<file path="config.mk">
export PLATFORM = sky130hd
export DESIGN_NAME = scaler
export DESIGN_NICKNAME = d
export VERILOG_FILES = /design/src/rtl/scaler_pkg.sv /design/src/rtl/scaler_index_counter.sv /design/src/rtl/scaler.sv
export SDC_FILE = /design/constraint.sdc
export NUM_CORES = 1
export LEC_CHECK = 0
export ABC_AREA = 1
export CORE_MARGIN = 2
export CORE_UTILIZATION = 25
export CTS_CLUSTER_SIZE = 20
export DETAILED_ROUTE_END_ITERATION = 12
export SLEW_MARGIN = 40
export SYNTH_ARGS = -nofsm -noshare
export SYNTH_HDL_FRONTEND = slang
export SYNTH_SLANG_ARGS = --single-unit
</file>
<file path="constraint.sdc">
create_clock -name clk -period 3.07 [get_ports clk]
set_input_delay 0.614 -clock clk [delete_from_list [all_inputs] [get_ports clk]]
set_output_delay 0.614 -clock clk [all_outputs]
set_load 0.05 [all_outputs]
</file>
<file path="src/rtl/scaler_pkg.sv">
`default_nettype none
// ============================================================================
// Module      : scaler_pkg
// Description : Shared constants for the requantisation stage and its
//               neighbours.
// Revision    : 1.0 - initial release
// ============================================================================
package scaler_pkg;

    localparam int c_factor_width = 32;

    // A full-width product can never overflow.
    function automatic int prod_width(input int result_width);
        return result_width + c_factor_width;
    endfunction

endpackage : scaler_pkg
`default_nettype wire

</file>
<file path="src/rtl/scaler_index_counter.sv">
`default_nettype none
// ============================================================================
// Module      : scaler_index_counter
// Description : Modulo-CELL_AMOUNT cell index counter with enable.
// Revision    : 1.0 - initial release
// ============================================================================
module scaler_index_counter
    import scaler_pkg::*;
#(
    parameter int DATA_WIDTH  = 8,
    parameter int CELL_AMOUNT = 2
) (
    input  logic                  clk,
    input  logic                  rst_n,
    input  logic                  i_enable,
    output logic [DATA_WIDTH-1:0] o_index
);

    localparam logic [DATA_WIDTH-1:0] c_last = DATA_WIDTH'(CELL_AMOUNT - 1);

    logic [DATA_WIDTH-1:0] r_count;

    always_ff @(posedge clk or negedge rst_n) begin
        if (!rst_n) begin
            r_count <= '0;
        end else if (i_enable) begin
            r_count <= (r_count == c_last) ? '0 : r_count + DATA_WIDTH'(1);
        end
    end

    assign o_index = r_count;

endmodule : scaler_index_counter
`default_nettype wire

</file>
<file path="src/rtl/scaler.sv">
`default_nettype none
// ============================================================================
// Module      : scaler
// Description : Multiply / shift / saturate requantiser with rotating cell
//               index tag and a single registered output stage.
// Revision    : 1.0 - initial release
// ============================================================================
module scaler
    import scaler_pkg::*;
#(
    parameter int          DATA_WIDTH     = 8,
    parameter int          RESULT_WIDTH   = 16,
    parameter logic [31:0] SCALING_FACTOR = 32'd10,
    parameter int          SHIFT_AMOUNT   = 1,
    parameter int          CELL_AMOUNT    = 2
) (
    input  logic                  clk,
    input  logic                  rst_n,
    input  logic [RESULT_WIDTH:0] input_result,
    output logic [DATA_WIDTH-1:0] output_value,
    output logic [DATA_WIDTH-1:0] output_index,
    output logic                  output_enable
);

    localparam int c_prod_width = prod_width(RESULT_WIDTH);

    logic                    w_valid;
    logic [c_prod_width-1:0] w_product;
    logic [c_prod_width-1:0] w_shifted;
    logic [DATA_WIDTH-1:0]   w_saturated;
    logic [DATA_WIDTH-1:0]   w_index;

    logic [DATA_WIDTH-1:0]   r_value;
    logic [DATA_WIDTH-1:0]   r_index;
    logic                    r_enable;

    assign w_valid   = input_result[RESULT_WIDTH];
    assign w_product = c_prod_width'(input_result[RESULT_WIDTH-1:0])
                     * c_prod_width'(SCALING_FACTOR);
    assign w_shifted = w_product >> SHIFT_AMOUNT;

    // Any set bit above the output width means the value exceeds full scale.
    assign w_saturated = (|w_shifted[c_prod_width-1:DATA_WIDTH])
                       ? {DATA_WIDTH{1'b1}}
                       : w_shifted[DATA_WIDTH-1:0];

    scaler_index_counter #(
        .DATA_WIDTH  (DATA_WIDTH),
        .CELL_AMOUNT (CELL_AMOUNT)
    ) u_index_counter (
        .clk      (clk),
        .rst_n    (rst_n),
        .i_enable (w_valid),
        .o_index  (w_index)
    );

    always_ff @(posedge clk or negedge rst_n) begin
        if (!rst_n) begin
            r_value  <= '0;
            r_index  <= '0;
            r_enable <= 1'b0;
        end else if (w_valid) begin
            r_value  <= w_saturated;
            r_index  <= w_index;
            r_enable <= 1'b1;
        end else begin
            r_value  <= '0;
            r_index  <= '0;
            r_enable <= 1'b0;
        end
    end

    assign output_value  = r_value;
    assign output_index  = r_index;
    assign output_enable = r_enable;

endmodule : scaler
`default_nettype wire

</file>
==> reports/metrics.cfg, run 1 <==
[status]
status = finished clean

[clock_tree]
cts_resized = 0
clk_pin_slew_ps = 80
numCtsBuffers = 3
clockBufferDepth = 2
cts_hold_buffers = 0
htree_levels = 1
clk_latency_ps = 280
cts_setup_buffers = 0
cts_num_sinks = 25
cts_tree = built
cts_root_buf = clkbuf_8

[cells_and_area]
final_common_cell = nand2_1
final_cell_mix = nand2_1, inv_1, clkdlybuf4s50_1, ha_1, dfrtp_1
drive_gt1_share_pct = 18.3
n_antenna_cell = 0
layout-area-overhead-vs-synth_pct = 28.4
seq_area_um2 = 626
fin_nets = 401
fin_util_pct = 33.0
fillers = 931
fin_area_um2 = 2880
multi_input_area_um2 = 1400

[synthesis]
synth_nets = 349
synth_cell_types = 31
ys_ff_latch = 25
synth_area_per_cell_um2 = 7.49
yosysWarningCount = 0
syn_area_um2 = 2240
yosysSeqAreaShare_pct = 27.9
synthCells = 299

[floorplan]
io_pins = 36
start_util_pct = 25.7
rows = 34
die-area_um2 = 9740
die_h_um = 98.7
core_um2 = 8720
dieWidth_um = 98.7

[critical_path]
cp.arrival_ps = 3050
reg2regPathDepth = 4
start_kind = input pin
path_max_fanout = 8
path_buf_inv = 1
r2r_start = u_index_counter.o_index[4]
crit_chain = clkdlybuf4s50_1 -> ha_1 -> ha_1 -> fa_2 -> nand3_1 -> nand3_2 -> nand2_1 -> nand3b_1 -> nand2_1 -> nand2_1 -> nor2_4 -> nand3_4 -> nor2_8 -> a21oi_2
crit_path_frequent_cell = nand2_1
reg2reg_to = u_index_counter.o_index[1]
worstSetupPathType = in2reg
cp_slowest_cell = clkdlybuf4s50_1
critPathRequiredTime_ps = 3210
reg2reg_slack_ps = 1810
path_depth = 14
critical_path.endpoint_type = register
crit_family = simple AND/OR/NAND/NOR gates
critPathMaxStageDelay_ps = 440

[power]
irDropWorstVdd_mv = 0.177
p_leak_uw = 0.00156
cellPowerDensity_nw_per_um2 = 443

[timing]
fin_crit_ps = 2900
rsz0062_at_grt = no
tightest_slew_ps = 499
whs_ps = 506
hold_violations = 0
slew_headroom_pct = 66.6
finalSetupTns_ps = 0
skew_ps = 10.7
fmax_ghz = 0.344
setup_viol = 0
min_period_over_period_pct = 94.6
drv_slew = 0

[detailed_routing]
avgViaCountPerCell = 4.24
postRouteAntennaNets = 0
dr.pass1.iters = 4
drt_iter0_markers = 39
wire_per_inst_um = 10.1
drcViolationCount = 0
via_count = 1944
wirelength_mm = 4.64

[hold_path]
min-delay-start = u_index_counter.o_index[7]
min_to = u_index_counter.o_index[7]
hold_path_class = reg2reg
min_path_cells = 1

[global_routing]
grt.total_usage_pct = 9.66
grt_pass1_wl_mm = 7.81
grt_max_degree = 26
overflow = 0
antenna_found_initial = 0
grt_pass1_vias = 1834

[run]
drv_cap = 0

[placed_design]
placed_area_um2 = 2830
port_buffers = 35
dp_hpwl_mm = 3.93
gp_congestion = 0.865

## how the worst max path moves through the flow
stage	from	endpoint	slack, ps
after CTS	input_result[1]	output_value[6]	120
after detailed placement	input_result[1]	output_value[6]	-170
after global routing	input_result[3]	output_value[6]	10
after floorplan	input_result[1]	output_value[0]	460
final	input_result[1]	output_value[6]	170
after global placement	input_result[1]	output_value[5]	-50
## layer usage
metal	vias to the layer above	track usage (%)	part of all wire (%)
li1	1042	-	-
met1	861	12.0	49
met2	36	17.3	46
met3	5	1.13	2.9
met4	0	3.16	1.3
met5	-	0	0
## synthesized netlist by cell type (all sizes together)
cell | n | area (um^2)
clkbuf | 2 | 7.51
o22ai | 1 | 6.26
a31o | 1 | 8.76
and2 | 1 | 6.26
inv | 53 | 199
fa | 1 | 20.0
xor2 | 6 | 52.6
o21ai | 2 | 10.0
a21oi | 19 | 129
dfrtp | 25 | 626
buf | 2 | 12.5
nor2 | 21 | 123
nand4 | 5 | 37.5
nor4 | 1 | 6.26
ha | 30 | 375
nand3b | 5 | 37.5
nand2 | 97 | 397
nand3 | 23 | 155
nor3 | 2 | 15.0
xnor2 | 2 | 17.5
## where the power goes
part | leakage, uW | total (uW) | switching, uW | internal, uW
Combinational | 0.00122 | 625 | 375 | 250
Clock | 0.0000217 | 203 | 111 | 92.2
Sequential | 0.000315 | 447 | 57.2 | 390
Total | 0.00156 | 1280 | 543 | 732
## flip-flops by register name, summed over array words and instances, names as in the netlist
signal                   flops
output_enable                1
u_index_counter.o_index      8
output_value                 8
output_index                 8
## area by class of cell
class                           instances  share of cell area [%]
Timing Repair Buffer                   51                    16.3
Tap cell                              108                    4.70
Clock inverter                          1                   0.261
Sequential cell                        25                    21.7
Multi-Input combinational cell        217                    48.6
Inverter                               53                    6.91
Clock buffer                            3                    1.43
## kinds of logic after synthesis
family	share of synthesized area [%]
AND/OR/NAND/NOR	34.7
buffers and inverters	9.77
adder cells (fa/ha/maj)	17.6
flip-flops	27.9
AO/OA/AOI/OAI	6.87
XOR/XNOR	3.13
## worst reg2reg max path: stages, from the launching register on
cell	delay, ps
dfrtp_1	460
nor4_1	350
nand3_1	140
nand2_1	120
o22ai_1	70
## metrics by stage
| step | worst slack (ps) | power (uW) | std cells |
|---|---|---|---|
| CTS | 117 | 1280 | 458 |
| detailed placement | -167 | 1080 | 454 |
| global route | 9.59 | 1370 | 458 |
| finish | 166 | 1280 | 458 |
| global placement | -46.1 | 1070 | 454 |
| floorplan | 459 | 891 | 299 |
Power figures use the tool's default switching activity.
==> inputs of run 2 (changes only) <==
--- a/config.mk
+++ b/config.mk
@@ -10,6 +10,7 @@
 export CORE_UTILIZATION = 25
 export CTS_CLUSTER_SIZE = 20
 export DETAILED_ROUTE_END_ITERATION = 12
+export MAX_ROUTING_LAYER = met4
 export SLEW_MARGIN = 40
 export SYNTH_ARGS = -nofsm -noshare
 export SYNTH_HDL_FRONTEND = slang
==> run 2 against run 1 <==
Against the previous run: critical path depth unchanged; non-clock buffer count unchanged; sequential power about the same; die area unchanged; combinational power about the same; first-iteration DRC count unchanged; clock-buffer cell count unchanged; power about the same; global-route usage increased by 0.29 points; final area unchanged; clock power about the same; critical path type unchanged; critical endpoint unchanged; largest power group unchanged.
==> reports/metrics.cfg, run 2 (synthesized netlist as in run 1, its figures left out) <==
[clock_tree]
cts_root_buf = clkbuf_8  ; unchanged
clk_pin_slew_ps = 80  ; about the same
cts_num_sinks = 25  ; unchanged
numCtsBuffers = 3  ; unchanged
cts_hold_buffers = 0  ; unchanged
cts_tree = built  ; unchanged
clockBufferDepth = 2  ; unchanged
htree_levels = 1  ; unchanged
clk_latency_ps = 280  ; about the same

[global_routing]
grt.total_usage_pct = 9.95  ; was 9.66%
overflow = 0  ; unchanged
grt_pass1_wl_mm = 7.80  ; was 7.81 mm
antenna_found_initial = 0  ; unchanged
grt_max_degree = 26  ; unchanged
grt_pass1_vias = 1835  ; was 1834

[floorplan]
die-area_um2 = 9740  ; unchanged
start_util_pct = 25.7  ; unchanged
io_pins = 36  ; unchanged
core_um2 = 8720  ; unchanged
dieWidth_um = 98.7  ; unchanged
die_h_um = 98.7  ; unchanged
rows = 34  ; unchanged

[timing]
slew_headroom_pct = 66.6  ; about the same
setup_viol = 0  ; unchanged
min_period_over_period_pct = 94.6  ; about the same
worst_slack_ps = 166  ; about the same
skew_ps = 10.6  ; was 10.7 ps
finalSetupTns_ps = 0  ; unchanged
hold_violations = 0  ; unchanged
fin_crit_ps = 2900  ; about the same
rsz0062_at_grt = no  ; unchanged
drv_slew = 0  ; unchanged
fmax_ghz = 0.344  ; about the same
tightest_slew_ps = 499  ; about the same

[critical_path]
worstSetupPathType = in2reg  ; unchanged
crit_path_frequent_cell = nand2_1  ; unchanged
path_max_fanout = 8  ; unchanged
r2r_start = u_index_counter.o_index[4]  ; unchanged
reg2reg_to = u_index_counter.o_index[1]  ; unchanged
reg2regPathDepth = 4  ; unchanged
reg2reg_slack_ps = 1810  ; about the same
crit_chain = clkdlybuf4s50_1 -> ha_1 -> ha_1 -> fa_2 -> nand3_1 -> nand3_2 -> nand2_1 -> nand3b_1 -> nand2_1 -> nand2_1 -> nor2_4 -> nand3_4 -> nor2_8 -> a21oi_2  ; unchanged
critPathMaxStageDelay_ps = 440  ; about the same
cp.arrival_ps = 3050  ; about the same
critPathRequiredTime_ps = 3210  ; about the same
critical_path.endpoint_type = register  ; unchanged
cp_slowest_cell = clkdlybuf4s50_1  ; unchanged
crit_family = simple AND/OR/NAND/NOR gates  ; unchanged
path_buf_inv = 1  ; unchanged
start_kind = input pin  ; unchanged

[cells_and_area]
n_antenna_cell = 0  ; unchanged
layout-area-overhead-vs-synth_pct = 28.4  ; unchanged
stdcell_count = 458  ; unchanged
drive_gt1_share_pct = 18.3  ; unchanged
final_common_cell = nand2_1  ; unchanged
fin_util_pct = 33.0  ; unchanged
fin_nets = 401  ; unchanged
final_cell_mix = nand2_1, inv_1, clkdlybuf4s50_1, ha_1, dfrtp_1  ; unchanged

[detailed_routing]
postRouteAntennaNets = 0  ; unchanged
drcViolationCount = 0  ; unchanged
wire_per_inst_um = 10.1  ; unchanged
top_layer_used = met4  ; unchanged
wirelength_mm = 4.64  ; unchanged
avgViaCountPerCell = 4.24  ; unchanged
drt_iter0_markers = 39  ; unchanged
dr.pass1.iters = 4  ; unchanged
dr_wl_met2_mm = 2.16  ; unchanged
via_count = 1944  ; unchanged
route.met3.wl_um = 130  ; was 135 um
routedLengthMet1_mm = 2.29  ; was 2.28 mm

[placed_design]
dp_cells = 454  ; unchanged
gp_congestion = 0.879  ; was 0.865
port_buffers = 35  ; unchanged
pre_cts_ws_ps = -167  ; unchanged
dp_hpwl_mm = 3.93  ; unchanged

[hold_path]
min-delay-start = u_index_counter.o_index[7]  ; unchanged
hold_path_class = reg2reg  ; unchanged
min_to = u_index_counter.o_index[7]  ; unchanged
min_path_cells = 1  ; unchanged

[status]
status = finished clean  ; unchanged

[power]
irDropWorstVdd_mv = 0.177  ; about the same
p_leak_uw = 0.00156  ; unchanged
cellPowerDensity_nw_per_um2 = 443  ; about the same

[run]
drv_cap = 0  ; unchanged

run 2: cell counts in the layout (fill, tap and decap cells not counted):
No cell type changed its count.
run 2: stage by stage:
stage                     total power, uW  area [um^2]  hold slack (ps)
after floorplan                       891         2240              318
after global placement               1070         2830              490
after detailed placement             1080         2830              493
after CTS                            1280         2880              505
after global routing                 1370         2880              533
final                                1280         2880              506
run 2: worst reg2reg max path: stages, from the launching register on:
cell and delay [ps]:
dfrtp_1 460, nor4_1 350, nand3_1 140, nand2_1 120, o22ai_1 70
run 2: report_power, final:
group	switching, uW	internal (uW)
sequential	57.2	390
clock	111	92.2
combinational	375	250
total	543	732
run 2: cell type report:
cell class	count	area, um^2
inverter	53	199
multi-input combinational	217	1400
fill	931	5840
tap	108	135
clock buffer	3	41.3
timing repair buffer	51	470
sequential	25	626
clock inverter	1	7.51
run 2: how the worst max path moves through the flow:
| stage | start | end | slack, ps | cells past startpoint |
|---|---|---|---|---|
| finish | input_result[1] | output_value[6] | 170 | 14 |
| global route | input_result[3] | output_value[6] | 10 | 15 |
| CTS | input_result[1] | output_value[6] | 120 | 14 |
| detailed placement | input_result[1] | output_value[6] | -170 | 14 |
| global placement | input_result[1] | output_value[5] | -50 | 14 |
| floorplan | input_result[1] | output_value[0] | 460 | 13 |
run 2: layer usage:
metal  track usage [%]  vias up
met1              12.0      861
met2              17.3       36
met5                 -        -
met4              3.16        0
met3              1.13        5
li1                  -     1042
run 2: what timing repair did:
action                     CTS  global route
resized for setup            0             1
setup endpoints to repair    0             8
hold endpoints to repair     0             0
buffers inserted             0             0
==> inputs of run 3 (changes only) <==
--- a/config.mk
+++ b/config.mk
@@ -10,6 +10,7 @@
 export CORE_UTILIZATION = 25
 export CTS_CLUSTER_SIZE = 20
 export DETAILED_ROUTE_END_ITERATION = 12
+export DONT_BUFFER_PORTS = 1
 export MAX_ROUTING_LAYER = met4
 export SLEW_MARGIN = 40
 export SYNTH_ARGS = -nofsm -noshare
==> run 3 against run 2 <==
Against the previous run: power fell by 10%; cell count decreased by 11%; final area fell by 17%; core utilization fell by 5.5 points; largest power group is now registers; setup slack improved by 390 ps; sequential cell count stayed put; combinational power shrank 32%; wire length down 3.8%; maximum frequency grew 15%; first-iteration DRC count is 7.7% lower.
==> reports/metrics.cfg, run 3 (synthesized netlist as in run 1, its figures left out) <==
[clock_tree]
cts_resized = 0  ; unchanged
numCtsBuffers = 3  ; unchanged
htree_levels = 1  ; unchanged
clockBufferDepth = 2  ; unchanged
clk_pin_slew_ps = 80  ; about the same
cts_hold_buffers = 0  ; unchanged
cts_tree = built  ; unchanged
clk_latency_ps = 260  ; was 280 ps
cts_num_sinks = 25  ; unchanged
cts_root_buf = clkbuf_8  ; unchanged
cts_setup_buffers = 0  ; unchanged

[floorplan]
rows = 34  ; unchanged
die_h_um = 98.7  ; unchanged
dieWidth_um = 98.7  ; unchanged
io_pins = 36  ; unchanged
start_util_pct = 25.7  ; unchanged
die-area_um2 = 9740  ; unchanged
core_um2 = 8720  ; unchanged

[run]
drv_cap = 0  ; unchanged

[placed_design]
gp_congestion = 0.849  ; was 0.879
pre_cts_ws_ps = 273  ; was -167 ps
dp_hpwl_mm = 3.89  ; was 3.93 mm
placed_area_um2 = 2360  ; was 2830 um^2
port_buffers = 0  ; was 35

[detailed_routing]
wirelength_mm = 4.46  ; was 4.64 mm
postRouteAntennaNets = 0  ; unchanged
avgViaCountPerCell = 4.36  ; was 4.24
drt_iter0_markers = 36  ; was 39
dr.pass1.iters = 4  ; unchanged
drcViolationCount = 0  ; unchanged
via_count = 1773  ; was 1944
wire_per_inst_um = 11.0  ; was 10.1 um

[critical_path]
worstSetupPathType = in2reg  ; unchanged
path_max_fanout = 8  ; unchanged
start_kind = input pin  ; unchanged
critical_path.endpoint_type = register  ; unchanged
critPathRequiredTime_ps = 3200  ; was 3210 ps
cp.arrival_ps = 2650  ; was 3050 ps
reg2reg_slack_ps = 1830  ; was 1810 ps

[timing]
min_period_over_period_pct = 82.0  ; was 94.6%
fin_crit_ps = 2520  ; was 2900 ps
finalSetupTns_ps = 0  ; unchanged
drv_slew = 0  ; unchanged
slew_headroom_pct = 66.5  ; was 66.6%
fmax_ghz = 0.397  ; was 0.344 GHz
tightest_slew_ps = 502  ; was 499 ps
worst_slack_ps = 551  ; was 166 ps
rsz0062_at_grt = no  ; unchanged
hold_violations = 0  ; unchanged
skew_ps = 5.80  ; was 10.6 ps
setup_viol = 0  ; unchanged

[global_routing]
grt_pass1_vias = 1682  ; was 1835
antenna_found_initial = 0  ; unchanged
grt.total_usage_pct = 9.57  ; was 9.95%
grt_pass1_wl_mm = 7.60  ; was 7.80 mm
overflow = 0  ; unchanged
grt_max_degree = 26  ; unchanged

[cells_and_area]
n_antenna_cell = 0  ; unchanged
fin_util_pct = 27.5  ; was 33.0%
fin_nets = 350  ; was 401
drive_gt1_share_pct = 15.7  ; was 18.3%
fillers = 935  ; was 931
layout-area-overhead-vs-synth_pct = 7.20  ; was 28.4%
fin_area_um2 = 2400  ; was 2880 um^2
final_cell_mix = nand2_1, inv_1, ha_1, dfrtp_1, nand3_1  ; was nand2_1, inv_1, clkdlybuf4s50_1, ha_1, dfrtp_1
final_common_cell = nand2_1  ; unchanged

[hold_path]
hold_path_class = in2async  ; was reg2reg

[status]
status = finished clean  ; unchanged

[power]
p_leak_uw = 0.00135  ; was 0.00156 uW
cellPowerDensity_nw_per_um2 = 478  ; was 443 nW/um^2
irDropWorstVdd_mv = 0.222  ; was 0.177 mV
power_uw = 1150  ; was 1280 uW

==> run 3: where the power goes <==
part,switching (uW),total (uW),leakage [uW],internal (uW)
registers,154,543,0.000315,390
logic,258,422,0.00101,164
clock network,91.7,182,0.0000255,90.4
==> run 3: path summary, 6_finish.rpt <==
| path | startpoint | end | depth (start not counted) |
|---|---|---|---|
| max | input_result[1] | output_value[4] | 13 |
| min in group clk | input_result[16] | output_enable | 0 |
| min reg2reg | u_index_counter.o_index[7] | u_index_counter.o_index[7] | 1 |
| max reg2reg | u_index_counter.o_index[4] | u_index_counter.o_index[1] | 4 |
| max in group asynchronous | rst_n | u_index_counter.o_index[4] | 0 |
| min | rst_n | output_index[1] | 0 |
==> run 3: area by class of cell <==
type	count	area, um^2	area share (%)
clock buffer	3	41.3	1.72
clock inverter	1	5.00	0.208
inverter	53	199	8.28
sequential	25	626	26.0
tap	108	135	5.63
multi-input combinational	217	1400	58.1
==> run 3: metal layers <==
layer	GRT usage [%]	up-vias	part of all wire, %
met5	-	-	0
met4	0.948	0	0.22
met3	1.70	2	3.5
met2	15.8	32	47
met1	12.8	795	49
li1	-	944	-
==> run 3: worst max-delay path: stages <==
cell and delay, ps:
ha_1 280, ha_1 250, fa_1 460, nand3_1 130, nand3_2 100, nand3_1 110, nand3_1 80, nand2_1 60
nand2_1 70, nor2_2 140, nand3_4 110, nor2_8 180, a21oi_2 70
==> run 3: metrics by stage <==
stage	std cells	hold slack, ps
2_1_floorplan	299	318
3_3_place_gp	403	319
3_5_place_dp	403	319
4_1_cts	407	27.8
5_1_grt	407	16.0
6_report	407	37.0
